--- config.mk ---
export PLATFORM = sky130hd
export DESIGN_NAME = serial_compare
export DESIGN_NICKNAME = d
export VERILOG_FILES = /design/src/rtl/compare_pkg.sv /design/src/rtl/compare_chunk.sv /design/src/rtl/serial_compare.sv
export SDC_FILE = /design/constraint.sdc
export NUM_CORES = 1
export LEC_CHECK = 0
export ABC_AREA = 1
export ABC_CLOCK_PERIOD_IN_PS = 2690
export CAP_MARGIN = 20
export CELL_PAD_IN_SITES_DETAIL_PLACEMENT = 0
export CELL_PAD_IN_SITES_GLOBAL_PLACEMENT = 1
export CORE_MARGIN = 2
export CORE_UTILIZATION = 40
export CTS_CLUSTER_SIZE = 8
export DETAILED_ROUTE_END_ITERATION = 12
export PLACE_DENSITY = 0.82
export SETUP_SLACK_MARGIN = 0.05
export SYNTH_ARGS = -nofsm -noshare
export SYNTH_HDL_FRONTEND = slang
export SYNTH_SLANG_ARGS = --single-unit
--- constraint.sdc ---
create_clock -name clk_i -period 2.69 [get_ports clk_i]
set_input_delay 0.807 -clock clk_i [delete_from_list [all_inputs] [get_ports clk_i]]
set_output_delay 0.807 -clock clk_i [all_outputs]
set_load 0.03 [all_outputs]
--- src/rtl/compare_pkg.sv ---
// Shared definitions for the serial magnitude comparator: comparison codes,
// controller state encoding and the code-to-result evaluation.
package compare_pkg;

    localparam logic [2:0] COMP_EQ   = 3'b000;
    localparam logic [2:0] COMP_NE   = 3'b001;
    localparam logic [2:0] COMP_LT   = 3'b010;
    localparam logic [2:0] COMP_GE   = 3'b011;
    localparam logic [2:0] COMP_LE   = 3'b100;
    localparam logic [2:0] COMP_GT   = 3'b101;
    localparam logic [2:0] COMP_TRUE = 3'b110;

    typedef enum logic [1:0] {
        IDLE = 2'd0,
        SCAN = 2'd1,
        DONE = 2'd2
    } state_e;

    // Maps a comparison code onto the final less/equal flags; the unused
    // code 111 yields 0.
    function automatic logic evalComp(input logic [2:0] code, input logic lt, input logic eq);
        case (code)
            COMP_EQ:   return eq;
            COMP_NE:   return !eq;
            COMP_LT:   return lt;
            COMP_GE:   return !lt;
            COMP_LE:   return lt | eq;
            COMP_GT:   return !lt & !eq;
            COMP_TRUE: return 1'b1;
            default:   return 1'b0;
        endcase
    endfunction

endpackage

--- src/rtl/compare_chunk.sv ---
// One step of the LSB-first scan: folds a CHUNK-bit slice of each operand
// into the running less/equal flags. Later (more significant) chunks that
// differ overwrite the verdict of earlier ones.
module compare_chunk
    import compare_pkg::*;
#(
    parameter int CHUNK = 1
) (
    input  logic [CHUNK-1:0] i_a,
    input  logic [CHUNK-1:0] i_b,
    input  logic             i_isTop,
    input  logic             i_signed,
    input  logic             i_ltIn,
    input  logic             i_eqIn,
    output logic             o_ltOut,
    output logic             o_eqOut
);

    logic [CHUNK-1:0] w_a;
    logic [CHUNK-1:0] w_b;

    // Flipping the sign bit on the top chunk turns a two's-complement order
    // into an unsigned one, so a single unsigned compare serves both modes.
    always_comb begin
        w_a     = i_a;
        w_b     = i_b;
        o_ltOut = i_ltIn;
        o_eqOut = i_eqIn;
        if (i_isTop && i_signed) begin
            w_a[CHUNK-1] = ~i_a[CHUNK-1];
            w_b[CHUNK-1] = ~i_b[CHUNK-1];
        end
        if (i_a != i_b) begin
            o_eqOut = 1'b0;
            o_ltOut = (w_a < w_b);
        end
    end

endmodule

--- src/rtl/serial_compare.sv ---
// Multi-cycle magnitude comparator behind valid/ready handshakes. Operands
// are scanned LSB-first, CHUNK bits per cycle, and the result for the
// requested comparison code is held until the consumer takes it.
module serial_compare
    import compare_pkg::*;
#(
    parameter int WIDTH = 32,
    parameter int CHUNK = 1
) (
    input  logic             clk_i,
    input  logic             rst_i,
    input  logic             in_valid_i,
    output logic             in_ready_o,
    input  logic [WIDTH-1:0] src1_i,
    input  logic [WIDTH-1:0] src2_i,
    input  logic [2:0]       comp_i,
    input  logic             signed_i,
    output logic             out_valid_o,
    input  logic             out_ready_i,
    output logic             result_o,
    output logic             is_less_o,
    output logic             is_equal_o
);

    localparam int N     = WIDTH / CHUNK;
    localparam int CNT_W = (N > 1) ? $clog2(N) : 1;

    state_e             r_state;
    state_e             w_stateNext;
    logic [WIDTH-1:0]   r_srcA;
    logic [WIDTH-1:0]   r_srcB;
    logic [2:0]         r_comp;
    logic               r_signed;
    logic               r_lt;
    logic               r_eq;
    logic [CNT_W-1:0]   r_cnt;
    logic               r_result;
    logic               r_isLess;
    logic               r_isEqual;
    logic               w_lastChunk;
    logic               w_ltNext;
    logic               w_eqNext;

    assign w_lastChunk = (r_cnt == CNT_W'(N - 1));

    compare_chunk #(
        .CHUNK (CHUNK)
    ) u_chunk (
        .i_a      (r_srcA[CHUNK-1:0]),
        .i_b      (r_srcB[CHUNK-1:0]),
        .i_isTop  (w_lastChunk),
        .i_signed (r_signed),
        .i_ltIn   (r_lt),
        .i_eqIn   (r_eq),
        .o_ltOut  (w_ltNext),
        .o_eqOut  (w_eqNext)
    );

    // State register; reset aborts any transaction in flight.
    always_ff @(posedge clk_i or negedge rst_i) begin
        if (!rst_i) begin
            r_state <= IDLE;
        end else begin
            r_state <= w_stateNext;
        end
    end

    // Next-state logic and handshake outputs; only one command in flight.
    always_comb begin
        w_stateNext = r_state;
        in_ready_o  = 1'b0;
        out_valid_o = 1'b0;
        case (r_state)
            IDLE: begin
                in_ready_o = 1'b1;
                if (in_valid_i) begin
                    w_stateNext = SCAN;
                end
            end
            SCAN: begin
                if (w_lastChunk) begin
                    w_stateNext = DONE;
                end
            end
            DONE: begin
                out_valid_o = 1'b1;
                if (out_ready_i) begin
                    w_stateNext = IDLE;
                end
            end
            default: begin
                w_stateNext = IDLE;
            end
        endcase
    end

    // Operand capture, per-cycle shift/flag update and final result latch.
    always_ff @(posedge clk_i or negedge rst_i) begin
        if (!rst_i) begin
            r_srcA    <= '0;
            r_srcB    <= '0;
            r_comp    <= '0;
            r_signed  <= 1'b0;
            r_lt      <= 1'b0;
            r_eq      <= 1'b0;
            r_cnt     <= '0;
            r_result  <= 1'b0;
            r_isLess  <= 1'b0;
            r_isEqual <= 1'b0;
        end else begin
            case (r_state)
                IDLE: begin
                    if (in_valid_i) begin
                        r_srcA   <= src1_i;
                        r_srcB   <= src2_i;
                        r_comp   <= comp_i;
                        r_signed <= signed_i;
                        r_lt     <= 1'b0;
                        r_eq     <= 1'b1;
                        r_cnt    <= '0;
                    end
                end
                SCAN: begin
                    r_srcA <= r_srcA >> CHUNK;
                    r_srcB <= r_srcB >> CHUNK;
                    r_cnt  <= r_cnt + CNT_W'(1);
                    r_lt   <= w_ltNext;
                    r_eq   <= w_eqNext;
                    if (w_lastChunk) begin
                        r_result  <= evalComp(r_comp, w_ltNext, w_eqNext);
                        r_isLess  <= w_ltNext;
                        r_isEqual <= w_eqNext;
                    end
                end
                default: begin
                end
            endcase
        end
    end

    assign result_o   = r_result;
    assign is_less_o  = r_isLess;
    assign is_equal_o = r_isEqual;

endmodule

== Word level (Yosys, flattened, before mapping) ==
Cells that the tools add are included.

* $add $sub $neg: 1
* $lt $le $gt $ge: 1
* Equality and inequality tests: 13
* Multiplexer cells: 21
* Bitwise logic cells: 4
* Reductions and logical operators: 10

{| class="wikitable"
|+ Operators by type and width
! operator !! number
|-
| one-hot mux 32 bit (2 select lines) || 2
|-
| two-way mux 32 bit || 2
|-
| one-hot mux 5 bit (2 select lines) || 1
|-
| equality test 3 bit, second input constant || 3
|-
| two-way mux 1 bit || 8
|-
| one-hot mux 1 bit (7 select lines) || 1
|-
| equality test 3 x 2 -> 1 bit, second input constant || 2
|-
| two-way mux 2 bit || 3
|-
| one-hot mux 2 bit (3 select lines) || 1
|-
| AND reduction 2 bit || 3
|-
| adder 5 x 1 -> 5 bit, second input constant || 1
|-
| equality test 5 bit, second input constant || 1
|-
| two-way mux 5 bit || 1
|-
| inequality test 2 bit, second input constant || 2
|-
| one-hot mux 1 bit (2 select lines) || 2
|-
| equality test 3 x 1 -> 1 bit, second input constant || 1
|-
| zero test 3 bit || 1
|-
| AND reduction 3 bit || 1
|-
| equality test 2 x 1 -> 1 bit, second input constant || 1
|-
| equality test 2 bit, second input constant || 1
|-
| zero test 1 bit || 2
|-
| zero test 2 bit || 1
|-
| inequality test 2 x 1 -> 1 bit, second input constant || 1
|-
| NOT 1 bit || 2
|-
| 6 further kinds || 6
|}

* Flip-flop bits (word level): 80
* Bits of input ports: 72

== Depth between registers and ports, before layout ==
Gate-level depths: netlist (run 1).

* Depth in word-level cells: 8
* Gate-level depth with buffers: 13

== Modules after synthesis ==
Synthesis (run 1) repeated with hierarchy kept, for this count alone.

* Cell total of the unflattened synthesis: 496
* Area, all modules: 3928.8 um2

{| class="wikitable"
|+ By module, submodules not included
! module !! times used !! cells each !! area each (um2) !! sequential area each (um2)
|-
| serial_compare || 1 || 484 || 3875.0 || 2001.9
|-
| compare_chunk || 1 || 12 || 53.8 || 0.0
|}

== Least setup slack after synthesis (run 1) ==
No wires, ideal clock.

* Kind: flip-flop to output port
* From: register r_state[0]
* To: output out_valid_o
* Arrival: 830 ps
* Path slack: 1053 ps
* Cell stages (with the launch flop): 2
* Path buffers: 0
* Cell sequence: dfrtp_1 > nor2_1

* Word-level cells in the longest chain between the ends: 2

{| class="wikitable"
|+ Ends and longest elaborated chain
! item !! line !! text
|-
| start, declared || serial_compare.sv:28 || <nowiki>state_e r_state;</nowiki>
|-
| start signal, assigned || serial_compare.sv:64 || <nowiki>r_state <= w_stateNext;</nowiki>
|-
| equality test 2 bit || serial_compare.sv:73 || <nowiki>case (r_state)</nowiki>
|-
| two-way mux 1 bit || serial_compare.sv:73 ||
|-
| end, declared || serial_compare.sv:18 || <nowiki>output logic out_valid_o,</nowiki>
|}

Every way passes these cells.

== Final worst setup path (run 1) ==
* From: register r_state[0]
* To: output in_ready_o

* Word-level cells in the longest chain between the ends: 2

{| class="wikitable"
|+ Ends and longest elaborated chain
! item !! line !! text
|-
| zero test 2 bit || serial_compare.sv:73 ||
|-
| two-way mux 1 bit || serial_compare.sv:73 ||
|-
| end, declared || serial_compare.sv:13 || <nowiki>output logic in_ready_o,</nowiki>
|}

Every way passes these cells.

==> results.txt, run 1 <==
----------------------------------------------------
[STA]
  Number of hold violations in the final report ... 0
  Final number of max-transition violations ... 0
  RSZ-0062 raised after global routing ... false
  Worst-margin pin slew ... 0.623 ns
  Summed negative setup slack over all endpoints ... 0 ns
  Final period utilization ... 88.4%
  Remaining max-slew budget at the tightest pin ... 58.4%
  Setup skew after layout ... 0.00819 ns
  Max Freq ... 0.421 GHz
  Minimum period implied by the final worst setup slack ... 2.38 ns
  Final setup violation count ... 0

[Global routing]
  Maximum number of pins on one net before global-route repair ... 47
  Number of global-route vias before repair ... 2855
  Total Routing Usage GR ... 16.0%
  Number of antenna violations at the first check in global routing ... 0
  Wire length of the first global-routing pass ... 12600 um
  Total congestion overflow ... 0

[Floorplanning]
  Floorplan die width ... 97.8 um
  Placement Rows ... 34
  Height of the chip ... 97.8 um
  Die area ... 9570 um2
  Number of top-level pins ... 77
  Placeable core region ... 8640 um2
  Initial Util ... 40.8%

[Place]
  Final weighted congestion of routability-driven global placement ... 0.778
  Port buffer count ... 76
  HPWL after detailed placement ... 4860 um
  Placed cells ... 582
  Placed cell area ... 4370 um2

[Min path]
  Class of the worst hold path ... in2async

[Clock network]
  CTS buffer count ... 9
  Clock-pin slew reported for the worst setup and hold paths after clock tree synthesis ... 0.08 ns
  Clk root buf ... sky130_fd_sc_hd__clkbuf_8
  Insertion delay to the later sink of the worst-skew pair ... 0.34 ns
  Post-CTS setup-driven buffer insertion count ... 0
  Max Root-Sink Buffers ... 2
  PostCTS Resize Cnt ... 0
  CTS Hold Bufs ... 0
  Number of sinks handled by clock tree synthesis ... 80
  TritonCTS clock tree ... built
  # H-tree levels ... 3

[Detailed routing]
  DRT Pass-1 Iters ... 4
  Final routed wirelength across all metal layers ... 7330 um
  Via count of the routed design ... 2903
  Average vias per placed instance ... 4.85
  Post-DRT Antenna Nets ... 0
  Drc violations ... 0
  Final routed wire length divided by cell count ... 12.3 um
  DRC violation total after the first TritonRoute iteration ... 169

[Synth]
  Synth unique cells ... 23
  Sequential element share of the synthesized area ... 56.9%
  Gate count of the mapped netlist ... 412
  Syn nets ... 486
  Synthesized area divided by synthesized cell count ... 8.55 um2
  Netlist Area Pre-Place ... 3520 um2
  Synthesized flop and latch total ... 80
  Synthesis Warnings ... 0

[Pwr]
  Switching fraction of total power ... 34.4%
  Share of power burned in combinational logic ... 33.7%
  Relative contribution of the clock network to total power ... 21.9%
  Cell-internal power ... 0.00303 W
  Switch Pwr ... 0.00159 W
  Power per unit of standard cell area ... 1000 nW/um2
  Cell leakage power ... 2.17 nW
  Maximum vdd drop ... 391 uV
  Fraction of power consumed by sequential logic ... 44.4%

[Layout]
  Final instance count without filler cells ... 598
  Layout cell share with drive strength beyond 1 ... 7.76%
  Finished layout cell area ... 4600 um2
  Most common library cell in the layout ignoring fill and taps ... sky130_fd_sc_hd__nand2_1
  Area growth from synthesis to final layout ... 30.8%
  Most frequent cells in the layout ... sky130_fd_sc_hd__nand2_1 (191), sky130_fd_sc_hd__dfrtp_1 (80), sky130_fd_sc_hd__clkdlybuf4s50_1 (75)
  Number of antenna diodes ... 0
  Fill cells ... 828
  Number of nets at the end of the flow ... 559

[Critical path]
  Data arrival time at the worst-slack endpoint ... 1.57 ns
  Highest net fanout along the worst path ... 4
  Critical Setup Path Class ... reg2out
  Crit. End Element ... primary output
  Buffering stage count on the worst path with inverters included ... 1
  Crit path cell chain ... nor2_2 -> clkdlybuf4s50_1
  Worst path slowest cell ... sky130_fd_sc_hd__clkdlybuf4s50_1
  Slowest stage delay, CP ... 0.68 ns
  Crit path max-delay family ... buffers and inverters
  CP required ... 1.88 ns
  Crit path launch type ... register

[Job]
  Count of maximum capacitance violations ... 0

[Run status]
  Status ... completed

----------------------------------------------------
metal layers:
layer  up-vias  share of wire, %  track usage (%)
met5         -                 0                0
met4         0               1.2             4.49
met3        10               5.2             4.44
met2        64                45             25.8
met1      1365                48             21.5
li1       1464                 -                -
state kept, by name, indices dropped and copies added (netlist names):
name,flops
r_eq,1
r_lt,1
r_srcA,32
r_signed,1
r_srcB,32
r_comp,3
is_less_o,1
r_state,2
r_cnt,5
is_equal_o,1
result_o,1
through the flow:
step / util (%) / hold slack (ns) / setup slack, ns / total power (W)
final: 53.3 / 0.407 / 0.313 / 0.00462
after global routing: 53.3 / 0.435 / 0.231 / 0.00500
after CTS: 53.3 / 0.414 / 0.293 / 0.00468
after detailed placement: 50.6 / 0.469 / 0.481 / 0.00365
after global placement: 50.6 / 0.463 / 0.489 / 0.00359
after floorplan: - / 0.449 / 1.05 / 0.00321
power by group through the flow:
stage	logic [W]	registers, W	clock network, W
after floorplan	0.00119	0.00203	0
after global placement	0.00154	0.00206	0
after detailed placement	0.00158	0.00207	0
after CTS	0.00159	0.00205	0.00104
after global routing	0.00180	0.00212	0.00108
final	0.00156	0.00205	0.00101
layout make-up:
class	instances	area (um2)	area share (%)
Timing Repair Buffer	83	848	18.4
Clock buffer	14	173	3.75
Clock inverter	2	60.1	1.30
Inverter	18	67.6	1.47
Sequential cell	80	2000	43.5
Tap cell	108	135	2.93
Multi-Input combinational cell	293	1320	28.6
worst register-to-register path, delay by kind of cell (launching register included):
family / cells / cell delay (ns)
and+or+nand+nor: 4 / 0.65
DFF: 1 / 0.39
buffers and inverters: 3 / 0.79
cells in the mapped netlist (all sizes together):
library cell,number,area [um2]
nand2,194,736
dfrtp,80,2000
nand3,56,280
inv,18,67.6
buf,16,114
a21oi,10,83.8
o22ai,10,62.6
o21ai,7,35.0
a22o,5,43.8
clkbuf,5,18.8
nor2,5,21.3
ha,2,25.0
a22oi,1,7.51
o211ai,1,7.51
o31ai,1,7.51
xor2,1,8.76
worst paths after layout:
path / startpoint / to / slack (ns) / cells after the start
max: r_state[0]$_DFFE_PN0P_ / in_ready_o / 0.31 / 2
min: rst_i / r_srcB[5]$_DFFE_PN0P_ / 0.41 / 1
max reg2reg: r_state[1]$_DFFE_PN0P_ / result_o$_DFFE_PN0P_ / 0.80 / 7
min reg2reg: r_srcB[24]$_DFFE_PN0P_ / r_srcB[24]$_DFFE_PN0P_ / 0.48 / 2
max in group asynchronous: rst_i / r_srcA[11]$_DFFE_PN0P_ / 1.67 / 2
min in group clk_i: r_srcB[24]$_DFFE_PN0P_ / r_srcB[24]$_DFFE_PN0P_ / 0.48 / 2
logic make-up (layout without fill, tap and decap cells):
group,after synthesis,count (layout),share of synthesized area [%]
compound gates,35,35,7.04
flops,80,80,56.9
buf+inv,39,117,5.69
xor+xnor,1,1,0.249
fa+ha+maj,2,2,0.711
simple gates,255,255,29.5
(Power assumes the default switching activity.)
==> run 2: changes to the inputs <==
--- a/config.mk
+++ b/config.mk
@@ -12,6 +12,7 @@
 export CELL_PAD_IN_SITES_GLOBAL_PLACEMENT = 1
 export CORE_MARGIN = 2
 export CORE_UTILIZATION = 40
+export CTS_CLUSTER_DIAMETER = 200
 export CTS_CLUSTER_SIZE = 8
 export DETAILED_ROUTE_END_ITERATION = 12
 export PLACE_DENSITY = 0.82
==> results of run 2 <==
No change in the layout: final DEF, timing and power equal those of run 1.
